--- config.mk ---
export PLATFORM = sky130hd
export DESIGN_NAME = mem_arb_ctrl
export DESIGN_NICKNAME = d
export VERILOG_FILES = /design/src/rtl/mem_pkg.sv /design/src/rtl/mem_rr_arb.sv /design/src/rtl/mem_arb_ctrl.sv
export SDC_FILE = /design/constraint.sdc
export NUM_CORES = 1
export LEC_CHECK = 0
export BUFFER_PORTS_ARGS = -buffer_cell sky130_fd_sc_hd__buf_2
export CORE_ASPECT_RATIO = 0.5
export CORE_MARGIN = 2
export CORE_UTILIZATION = 35
export DETAILED_ROUTE_END_ITERATION = 8
export PLACE_DENSITY_LB_ADDON = 0.2
export SLEW_MARGIN = 20
export SYNTH_ARGS = -nofsm -noshare
export SYNTH_HDL_FRONTEND = slang
export SYNTH_HIERARCHICAL = 1
export SYNTH_SLANG_ARGS = --single-unit
--- constraint.sdc ---
create_clock -name clk_i -period 8.7 [get_ports clk_i]
set_input_delay 1.74 -clock clk_i [delete_from_list [all_inputs] [get_ports clk_i]]
set_output_delay 1.74 -clock clk_i [all_outputs]
set_load 0.03 [all_outputs]
--- src/rtl/mem_pkg.sv ---
// Shared types and defaults for the multi-channel memory controller.
package mem_pkg;

  localparam int DEF_WIDTH  = 16;
  localparam int DEF_DEPTH  = 64;
  localparam int DEF_NUM_CH = 2;
  localparam int MAX_CH     = 8;
  localparam int CH_ID_W    = 3;
  // Response data field is sized for the widest supported word; WIDTH must not exceed it.
  localparam int RSP_DATA_W = 64;

  typedef enum logic {
    RD = 1'b0,
    WR = 1'b1
  } op_e;

  typedef struct packed {
    logic                  vld;
    logic [CH_ID_W-1:0]    chan;
    logic                  err;
    logic [RSP_DATA_W-1:0] data;
  } rsp_t;

  function automatic logic [MAX_CH-1:0] chan_onehot(input logic [CH_ID_W-1:0] chan);
    chan_onehot = MAX_CH'(1) << chan;
  endfunction

endpackage

--- src/rtl/mem_rr_arb.sv ---
// Round-robin arbiter: grants the first valid channel at or above the pointer (with wrap)
// and moves the pointer past the winner whenever a grant is issued.
module mem_rr_arb #(
  parameter  int NUM_CH = 2,
  localparam int ID_W   = (NUM_CH > 1) ? $clog2(NUM_CH) : 1
) (
  input  logic              clk_i,
  input  logic              rst_i,
  input  logic [NUM_CH-1:0] valid_i,
  output logic [NUM_CH-1:0] grant_o,
  output logic [ID_W-1:0]   grant_id_o
);

  localparam logic [ID_W:0] NCH = (ID_W + 1)'(NUM_CH);

  logic [ID_W-1:0]   ptr_q, ptr_d;
  logic [NUM_CH-1:0] rot;
  logic              found;
  logic [ID_W:0]     idx;
  logic [ID_W:0]     nxt;

  // NOTE: every signal gets a default before any branch, so no path leaves one unassigned (no latches).
  always_comb begin
    rot   = NUM_CH'({valid_i, valid_i} >> ptr_q);
    found = 1'b0;
    idx   = '0;
    // Descending scan: the last hit is the smallest offset from the pointer.
    for (int i = NUM_CH - 1; i >= 0; i--) begin
      if (rot[i]) begin
        found = 1'b1;
        idx   = {1'b0, ptr_q} + (ID_W + 1)'(i);
      end
    end
    if (idx >= NCH) idx = idx - NCH;
    grant_id_o = idx[ID_W-1:0];
    grant_o    = found ? (NUM_CH'(1) << grant_id_o) : '0;
    nxt        = idx + 1'b1;
    ptr_d      = ptr_q;
    if (found) ptr_d = (nxt >= NCH) ? '0 : nxt[ID_W-1:0];
  end

  // NOTE: sequential state uses non-blocking assignments so all flops update together at the edge.
  always_ff @(posedge clk_i or negedge rst_i) begin
    if (!rst_i) ptr_q <= '0;
    else        ptr_q <= ptr_d;
  end

endmodule

--- src/rtl/mem_arb_ctrl.sv ---
// NUM_CH-port memory controller: round-robin access to one storage array, pipelined tagged reads.
// Optional MEM_RANGE_CHK_EN: out-of-range accesses answer with err_o=1 instead of being silent.
module mem_arb_ctrl
  import mem_pkg::*;
#(
  parameter int WIDTH      = DEF_WIDTH,
  parameter int DEPTH      = DEF_DEPTH,
  parameter int ADDR_WIDTH = $clog2(DEPTH),
  parameter int NUM_CH     = DEF_NUM_CH,
  parameter int READ_LAT   = 1
) (
  input  logic                         clk_i,
  input  logic                         rst_i,
  input  logic [NUM_CH-1:0]            valid_i,
  output logic [NUM_CH-1:0]            ready_o,
  input  logic [NUM_CH-1:0]            wr_rd_i,
  input  logic [NUM_CH*ADDR_WIDTH-1:0] addr_i,
  input  logic [NUM_CH*WIDTH-1:0]      wdata_i,
  output logic [WIDTH-1:0]             rdata_o,
  output logic [NUM_CH-1:0]            rvalid_o,
  output logic                         err_o
);

  localparam int                    ID_W    = (NUM_CH > 1) ? $clog2(NUM_CH) : 1;
  localparam logic [ADDR_WIDTH:0]   DEPTH_L = (ADDR_WIDTH + 1)'(DEPTH);

  logic [NUM_CH-1:0]     grant;
  logic [ID_W-1:0]       grant_id;
  logic                  xfer;
  logic                  in_range;
  op_e                   sel_op;
  logic [ADDR_WIDTH-1:0] sel_addr;
  logic [WIDTH-1:0]      sel_wdata;
  logic [WIDTH-1:0]      rd_word;
  logic [WIDTH-1:0]      mem [DEPTH];
  rsp_t                  rsp_d;
  rsp_t                  rsp_q [READ_LAT];
  rsp_t                  rsp_out;
  logic [MAX_CH-1:0]     chan_oh;
  logic [WIDTH-1:0]      rdata_q, rdata_d;
  logic                  unused_bits;

  mem_rr_arb #(.NUM_CH(NUM_CH)) u_arb (
    .clk_i      (clk_i),
    .rst_i      (rst_i),
    .valid_i    (valid_i),
    .grant_o    (grant),
    .grant_id_o (grant_id)
  );

  assign ready_o = grant;

  always_comb begin
    sel_op    = RD;
    sel_addr  = '0;
    sel_wdata = '0;
    for (int c = 0; c < NUM_CH; c++) begin
      if (grant[c]) begin
        sel_op    = op_e'(wr_rd_i[c]);
        sel_addr  = addr_i[c*ADDR_WIDTH +: ADDR_WIDTH];
        sel_wdata = wdata_i[c*WIDTH +: WIDTH];
      end
    end
    xfer     = |grant;
    in_range = {1'b0, sel_addr} < DEPTH_L;
    rd_word  = in_range ? mem[sel_addr] : '0;

    rsp_d      = '0;
    rsp_d.chan = CH_ID_W'(grant_id);
    rsp_d.data = RSP_DATA_W'(rd_word);
`ifdef MEM_RANGE_CHK_EN
    // A dropped out-of-range write still owes its requester an error response.
    rsp_d.err  = !in_range;
    rsp_d.vld  = xfer && (sel_op == RD || !in_range);
`else
    rsp_d.vld  = xfer && (sel_op == RD);
`endif
  end

  // NOTE: the storage array has no reset; contents survive rst_i and only writes change them.
  always_ff @(posedge clk_i) begin
    if (xfer && sel_op == WR && in_range) mem[sel_addr] <= sel_wdata;
  end

  always_ff @(posedge clk_i or negedge rst_i) begin
    if (!rst_i) begin
      for (int i = 0; i < READ_LAT; i++) rsp_q[i] <= '0;
      rdata_q <= '0;
    end else begin
      rsp_q[0] <= rsp_d;
      for (int i = 1; i < READ_LAT; i++) rsp_q[i] <= rsp_q[i-1];
      rdata_q <= rdata_d;
    end
  end

  always_comb begin
    rsp_out  = rsp_q[READ_LAT-1];
    chan_oh  = chan_onehot(rsp_out.chan);
    rvalid_o = rsp_out.vld ? chan_oh[NUM_CH-1:0] : '0;
    rdata_d  = rsp_out.vld ? rsp_out.data[WIDTH-1:0] : rdata_q;
    rdata_o  = rdata_d;
`ifdef MEM_RANGE_CHK_EN
    err_o    = rsp_out.vld && rsp_out.err;
`else
    err_o    = 1'b0;
`endif
  end

  // Spare struct and one-hot bits beyond this configuration's WIDTH/NUM_CH.
  assign unused_bits = ^{rsp_out.data >> WIDTH, chan_oh >> NUM_CH, rsp_out.err};

endmodule

==> results.txt, run 1 <==
The worst path buffer plus inverter count works out to 1. For the post-cts repair resize count, the log shows 0. The slew at the pin closest to its max-slew limit was 1.26 ns; the final wirelength was 144,000 um.

The layout overhead on the synthesized area was 13.9%; the total overflow reported by the global router was 0. TritonCTS built the clock tree. The number of cells on the worst reg-to-reg path is 8. In this run the standard cell core region covers 0.121 sq mm. The dominant cell type by count on the critical path is nand2_8.

After layout, the worst path uses 64.3% of the clock period. Counting flops with a built-in enable in the synthesized netlist gives 1,024. Measured along the y axis, the die boundary spans 251 um.

During placement, the flow inserted port buffers numbering 69. STA classifies the critical path endpoint as a register. The logs give 6.17 ns for the data arrival time of the critical path and 74.3% for the sequential area share after synthesis.

The logs give 8 for the number of antenna violations at the first check in global routing and 0.840 for the global placer's final weighted congestion. Setup violations remaining at the end of the flow were counted as 0. The cell area power density works out to 234 mW/mm^2.

After synthesis, the share of flip-flops with an asynchronous set or reset is 3.31%. Dividing the detail-routed wire length by the instance count gives 30.7 um. The logs give 22.7% for the total global-route track usage and 3 for the number of buffers on the longest clock path. Summing every instance area after synthesis gives 0.0426 sq mm. The layout filler cell count came out at 11,000.

Setup repair after global routing left no endpoint under its margin. The worst setup path is launched from a primary input. In this run the clock root is driven by a clkbuf_16. The worst setup path is of the primary input to register kind.

The met1 track demand over resource was 32.5%; the placed wire-length estimate after detailed placement was 79,600 um. The worst pin sits at a relative slew slack of 13.9%. Entering global routing, the biggest net connects 132 pins. On the final layout, the worst clock skew is 0.0184 ns.

The tools report the total of max-cap violations as 0. On the final layout, the worst hold slack is 0.498 ns. At the end of the flow, the number of nets in the layout was 3,060. Cells fill 40.2% of the core in the end.

The number of DRC markers in iteration 0 was 3,730; the cell count of the worst hold path was 1. The number of design rule violations left after detail routing is 0. The first-pass detailed-route iteration total is 5. Summing over every cut layer, the via total after detailed routing is 27,800. The number of global-route vias before repair is 26,600, and the clock buffer count from CTS is 101. The sequential cell fraction of total power was 51.0%; the later-pin clock latency in the skew report was 0.71 ns.

The top achievable clock speed is 0.179 GHz, and the required time reported for the critical path endpoint is 9.28 ns. The largest stage delay on the critical path was 1.10 ns; the switching share of total power was 26.1%. Walking the worst path, the cells encountered are buf_2, nand2b_4, and2_4, nand2_8, nand2_8, mux2_1, a2111oi_0, o22ai_1, or4_1. For this configuration, the core starts out at a cell density of 35.3%. The power dissipated by switching net loads is 2.96 mW. The flip-flop and latch count after synthesis is 1,059, and the total count of max-transition violations in the final report is 0. The tools report the pre-CTS setup slack as 2.58 ns.

For the number of different library cells in the post-synthesis netlist, the log shows 58. The clock share of power was 37.9%. For met2 alone, demand over resource in global routing was 34.8%. CTS saw 1,059 sinks.

The clock transition time at the flip-flop clock pins of the worst setup and hold paths works out to 0.06 ns. The layer with the highest usage is met2. For the routing usage on met3, the log shows 4.98%.

For the worst-case vdd ir drop, the log shows 0.172 mV. Among all stages on the critical path, the largest delay is contributed by a2111oi_0. The critical path crosses 9 cells after its start point. After clock tree synthesis, the setup repair step added 0 buffers. Total power: 11.4 mW.

The number of nets in the synthesized netlist is 3,003. The post-route netlist has 17.2% of its cells at a drive strength greater than 1. Counting every instance in the synthesized netlist gives 2,953. The total of hold buffers inserted after clock tree synthesis is 0. Each instance of the synthesized netlist takes up on average 14.4 sq um. The total number of placement rows is 90, and the overall die width is 497 um. The final-report hold violation count was 0. Once detail routing completed, the nets flagged for antenna violations numbered 0.

The final critical delay including setup and external delays is 5.59 ns. Summed over all cells, the static leakage comes to 15.5 nW. The internal power component is 8.40 mW.

The path class of the tightest hold or removal check is register to register. Combinational logic is responsible for 11.1% of the overall power. For the number of top-level pins, the log shows 71. The first global-routing pass estimated 204,000 um of wire.

The count of H-tree levels built during CTS was 3. The flow ran to the end, and the final reports show no timing, DRC or antenna violations. The setup slack of the critical path after layout came out at 3.11 ns. Along the worst path, the maximum fanout reaches 63. Cell family contributing the most delay on the critical path: simple AND/OR/NAND/NOR gates. The detail-routed via count per cell came out at 5.91. The area enclosed by the die boundary is 0.125 sq mm. Main flop type after synthesis: edfxtp_1. For the final routed database, the setup TNS stands at 0 ns.

The number of warnings printed during yosys synthesis came out at 6.
==> routing by layer <==
layer / wire, um / up-vias / part of all wire, %
met3: 13500 / 177 / 9.4
met5: 21 / - / 0.015
met4: 3900 / 4 / 2.7
li1: - / 11800 / -
met1: 61500 / 14400 / 43
met2: 65400 / 1361 / 45
==> synth_stat cells, types with 11 or more instances <==
cell	number	share of area, %
a2111oi_0	99	2.0
a21oi_1	367	4.3
a22o_1	22	0.45
buf_1	16	0.14
buf_2	37	0.43
buf_6	11	0.29
clkbuf_1	186	1.6
dfrtp_1	35	2.1
edfxtp_1	1024	72
mux2_1	33	0.87
mux2_2	88	2.3
mux2i_1	26	0.61
nand2_1	16	0.14
nand3_1	375	4.4
nor2_1	75	0.66
o21ai_0	375	4.4
o22ai_1	55	0.81
o41ai_1	17	0.35
or4_1	12	0.21
==> power by group through the flow <==
stage / combinational, mW / sequential [mW] / clock, mW
after floorplan: 0.673 / 5.87 / 0
after global placement: 1.22 / 5.90 / 0
after detailed placement: 1.24 / 5.91 / 0
after CTS: 1.24 / 5.80 / 4.35
after global routing: 1.32 / 5.80 / 4.55
final: 1.26 / 5.80 / 4.30
==> flip-flops by register name (all words and copies together) (netlist names) <==
signal and cells:
mem 1024, rdata_q 16, rsp_out 18, u_arb/ptr_q 1
==> area by class of cell <==
| type | count | area (sq um) | area share (%) |
|---|---|---|---|
| clock buffers | 127 | 2650 | 5.45 |
| inverters | 1 | 3.75 | 0.00774 |
| well taps | 1610 | 2010 | 4.15 |
| repair buffers | 212 | 1510 | 3.12 |
| flip-flops and latches | 1059 | 31600 | 65.2 |
| diodes | 1 | 2.50 | 0.00516 |
| multi-input cells | 1635 | 10200 | 21.1 |
| clock inverters | 57 | 478 | 0.985 |
==> logic make-up after synthesis <==
group	after synthesis	synth area share [%]
AO/OA/AOI/OAI	978	13.3
buffers and inverters	259	2.66
multiplexers	147	3.81
other	1	0.00881
flip-flops	1059	74.3
AND/OR/NAND/NOR	509	6.00
==> layout by cell type, fill, tap and decap left out, drive strengths merged, types with 3 or more instances in the layout <==
cell type,synthesis,routed
edfxtp,1024,1024
o21ai,377,377
nand3,375,375
a21oi,367,367
buf,72,212
clkbuf,186,127
mux2,121,121
a2111oi,99,99
nor2,76,76
o22ai,55,55
clkinv,0,50
dfrtp,35,35
mux2i,26,26
a22o,22,22
nand2,18,18
o41ai,17,17
or4,12,12
a221oi,8,8
and2,7,7
bufinv,0,6
nor2b,5,5
a22oi,5,5
o22a,4,4
o32ai,3,3
o21a,3,3
a222oi,3,3
o2111ai,3,3
and3b,3,3
==> worst paths after layout <==
kind,start,endpoint,slack (ns)
setup / recovery,valid_i[0],rsp_out[7],3.11
hold / removal,rdata_q[12],rdata_q[12],0.50
setup reg to reg,u_arb/ptr_q,rsp_out[7],3.80
hold reg to reg,rdata_q[12],rdata_q[12],0.50
max in group asynchronous,rst_i,rdata_q[4],7.08
min in group asynchronous,rst_i,rdata_q[13],1.15
==> per-stage QoR <==
step           instances  instance area [sq um]
4_1_cts             4701                  48500
3_5_place_dp        4517                  45400
2_1_floorplan       2953                  42600
5_1_grt             4701                  48500
3_3_place_gp        4515                  45300
6_report            4702                  48500
Power figures use the tool's default switching activity.
==> inputs of run 2 (changes only) <==
ABC_AREA = 1   (was unset)
clock period = 5.2 ns   (was 8.7 ns; I/O delays follow)
==> run 2 against run 1 <==
- critical path depth is 3 higher
- die area up 7.0%
- synthesized cell count is 51% higher
- sequential share of layout area fell by 4.0 points
- first-iteration DRC count is 0.88% higher
- highest routed layer unchanged
- clock power rose by 76%
==> results.txt, run 2 <==
The flow ran to the end, and the final reports show no timing, DRC or antenna violations. The worst path buffer plus inverter count was 7 (+6); the final wirelength was 147,000 um (+1.5%). The final critical delay including setup and external delays was 3.84 ns; the flip-flop count of the largest register after layout was 1,024 (unchanged).

The logs give 0.210 mV (+22%) for the worst-case vdd ir drop and 0.129 sq mm (+7.0%) for the core area. The tools report the maximum number of pins on one net before global-route repair as 144 (+9.1%). The total global-route track usage was 21.7% (-1.0 points).

The sequential area share after synthesis is 69.4% (-4.9 points), and the top fanout value on the critical path is 90 (+43%). For the later-pin clock latency in the skew report, the log shows 0.71 ns (about the same). The cell area power density was 395 mW/mm^2 (+69%); the post-cts repair resize count was 0 (unchanged). Cell family contributing the most delay on the critical path: buffers and inverters.

The routed length per instance came out at 23.2 um (-24%). The tools report the launch instance of the worst min-delay path as rdata_q[5]. The total of max-cap violations is 0 (unchanged). The tools report the worst setup skew after layout as 0.0286 ns (+0.0102 ns).

The tools report the gate count after technology mapping as 4,456 (+51%). For the number of different library cells in the post-synthesis netlist, the log shows 29 (-50%). The tools report the total number of placement rows as 93 (+3.3%). The share of synthesized area spent on multiplexers was 0% (-3.8 points); the number of design rule violations left after detail routing was 0 (unchanged).

TritonCTS built the clock tree. The worst-case hold slack is 0.468 ns (-0.0293 ns). The count of H-tree levels built during CTS is 3 (unchanged), and the total stage count of the critical path is 12 (+3).

The length in cells of the worst reg-to-reg path was 10 (+2). The cell count of the worst hold path came out at 2 (+1). The run gives 12,500 (+13%) as the layout filler cell count. The cell sitting at the root of the clock tree is a clkbuf_16. By count the netlist is led by 2,467 x nand2_1, 1,024 x edfxtp_1, 498 x nand3_1, 132 x buf_2, 96 x nor2_1.

The run gives 21.5 nW (+38%) as the leakage power of the design. The area share of fa/ha/maj cells after synthesis is 0% (unchanged). The top cell types in the final layout, fill and taps aside, are 2,461 x nand2_1, 1,024 x edfxtp_1, 498 x nand3_1. First-pass detailed-route iteration total: 6 (+1). More flip-flops sit in one register than any other, and that register is mem. Number of port buffers: 69 (unchanged).

The critical path capture point type was a register. The tools report the setup slack of the critical path after layout as 1.36 ns (-1.75 ns). The number of synthesized flops with an enable pin is 1,024 (unchanged). The per-instance average area after synthesis is 10.2 sq um (-29%), and the total overflow reported by the global router is 0 (unchanged). The portion of synthesized cell area occupied by the leading cell type is 67.4% (-4.8 points), and the layout overhead on the synthesized area is 13.4%. The total count of max-transition violations in the final report was 0 (unchanged); the fraction of layout cells with a size suffix above 1 was 9.43% (-7.8 points). The tools report the combined area of all synthesized cells as 0.0456 sq mm (+7.1%). The logs give 0 (unchanged) for the count of endpoints failing setup in the final report and 4.22 ns (-1.95 ns) for the data arrival time of the critical path.

The run gives 4,506 (+50%) as the total nets after synthesis. The total of hold buffers inserted after clock tree synthesis is 0 (unchanged). The tools report the number of buffers added for setup after CTS as 0 (unchanged).

The tightest min-delay check is of the register to register type. For the headroom to the max-slew limit, the log shows 25.9% (+12 points). Leaving out fill and tap cells, the most frequent cell in the layout is nand2_1. The xor and xnor area share after synthesis was 0% (unchanged). The most numerous cell type found on the critical path is buf_4.

The top achievable clock speed is 0.260 GHz. nand2_1 is the most common cell in the netlist. The synthesized design spends more area on one cell type than any other, namely edfxtp_1. The global placer's final weighted congestion is 0.886 (+5.4%), and the share of flip-flops with an asynchronous set or reset after synthesis is 3.31% (unchanged). The area enclosed by the die boundary was 0.133 sq mm (+7.0%). The slew at the pin closest to its max-slew limit is 1.11 ns (-0.146 ns). The simple logic cell fraction of the synthesized area was 27.2% (+21 points); the pre-CTS setup slack was 0.687 ns (-1.89 ns). For the setup TNS after final layout, the log shows 0 ns (unchanged).

The tools report the timing startpoint of the critical path as valid_i[0]. The type of the worst setup path was primary input to register. The chip height is 259 um (+3.4%), and the area fraction in compound gates after synthesis is 0.420% (-13 points).

The tools report the number of top-level pins as 71 (unchanged). Largest family of logic cells by synthesized area: simple AND/OR/NAND/NOR gates. The number of nets in the finished design is 4,568 (+49%). Setup repair after global routing left no endpoint under its margin.

Placed wire-length estimate after detailed placement: 83,200 um (+4.5%). The number of sinks driven by the clock tree was 1,059 (unchanged); the largest stage delay on the critical path was 0.54 ns (-0.56 ns). The final-report hold violation count was 0 (unchanged); the number of warnings printed during yosys synthesis was 6 (unchanged). Number of global-route vias before repair: 31,000 (+17%). The critical path goes through buf_2, inv_1, a21oi_1, inv_2, nor2_8, a22oi_2, inv_4, buf_12, nand4_1, buf_4, nor2_1, buf_4.

The tools report the number of DRC markers in iteration 0 as 3,763 (+0.88%). The reg-to-reg critical path startpoint was u_arb/ptr_q. The antenna violation net count after detailed routing was 0 (unchanged). The run gives 5.57 ns (-3.71 ns) as the required time reported for the critical path endpoint. The worst setup path is launched from a primary input.

For the number of antenna violations at the first check in global routing, the log shows 11 (+3). The clock transition time at the flip-flop clock pins of the worst setup and hold paths is 0.06 ns (about the same), and the clock buffer count from CTS is 103 (+2.0%). In the synthesized netlist the dominant register cell turns out to be edfxtp_1. Dividing the final minimum period by the clock period gives 73.9%. The first-pass GRT wire length was 213,000 um (+4.4%); the number of vias in the routed layout was 32,300 (+16%). The starting utilization of the core area came out at 35.3% (about the same). By area the synthesized netlist is led by edfxtp_1 67%, nand2_1 20%, nand3_1 5.5%. Flip-flop and latch count after synthesis: 1,059 (unchanged). The number of buffers on the longest clock path was 3 (unchanged). The overall die width was 514 um (+3.4%). The cell with the biggest individual delay on the critical path was a21oi_1.

The detail-routed via count per cell came out at 5.12 (-13%).
run 2: path summary, 6_finish.rpt:
kind	endpoint	slack (ns)
max	mem[38][12]	1.36
min	rdata_q[5]	0.47
max reg2reg	mem[38][12]	1.38
min reg2reg	rdata_q[5]	0.47
max in group asynchronous	rsp_out[8]	4.09
min in group asynchronous	rdata_q[11]	0.48
run 2: through the flow:
step                cells  power [mW]  instance area, sq um  util (%)
global placement     6123        13.1                 48400      37.5
CTS                  6312        20.6                 51700      40.1
floorplan            4456        11.8                 45600         -
finish               6314        20.4                 51700      40.1
detailed placement   6123        13.1                 48400      37.5
global route         6313        21.2                 51700      40.1
run 2: worst min-delay path, stage by stage, from the launching register on:
cell,delay (ns)
dfrtp_1,0.32
nand2_1,0.05
nand2_1,0.07
run 2: cells by family (layout without fill, tap and decap cells):
kind of cell / after synthesis / in the layout
other: 1 / 3
AOI/OAI and AO/OA: 21 / 21
DFF: 1059 / 1059
and+or+nand+nor: 3085 / 3085
buffers and inverters: 290 / 436
run 2: cell type report:
class,count,area (sq um),share of cell area [%]
Clock buffer,128,2780,5.37
Timing Repair Buffer,225,1730,3.34
Inverter,22,100,0.194
Tap cell,1710,2140,4.14
Clock inverter,61,533,1.03
Multi-Input combinational cell,3107,12800,24.7
Sequential cell,1059,31600,61.2
Antenna cell,2,5.00,0.00968
run 2: routing by layer:
layer	up-vias	global-route usage (%)	routed length, um
met5	-	0	58
met4	10	5.67	3250
met3	182	4.79	12700
met2	1193	33.8	66400
met1	16000	30.7	64100
li1	14900	-	-
run 2: power breakdown:
group	switching [mW]	total [mW]	internal, mW
combinational	2.41	3.14	0.726
sequential	0.0906	9.75	9.66
clock	3.33	7.55	4.22
total	5.83	20.4	14.6
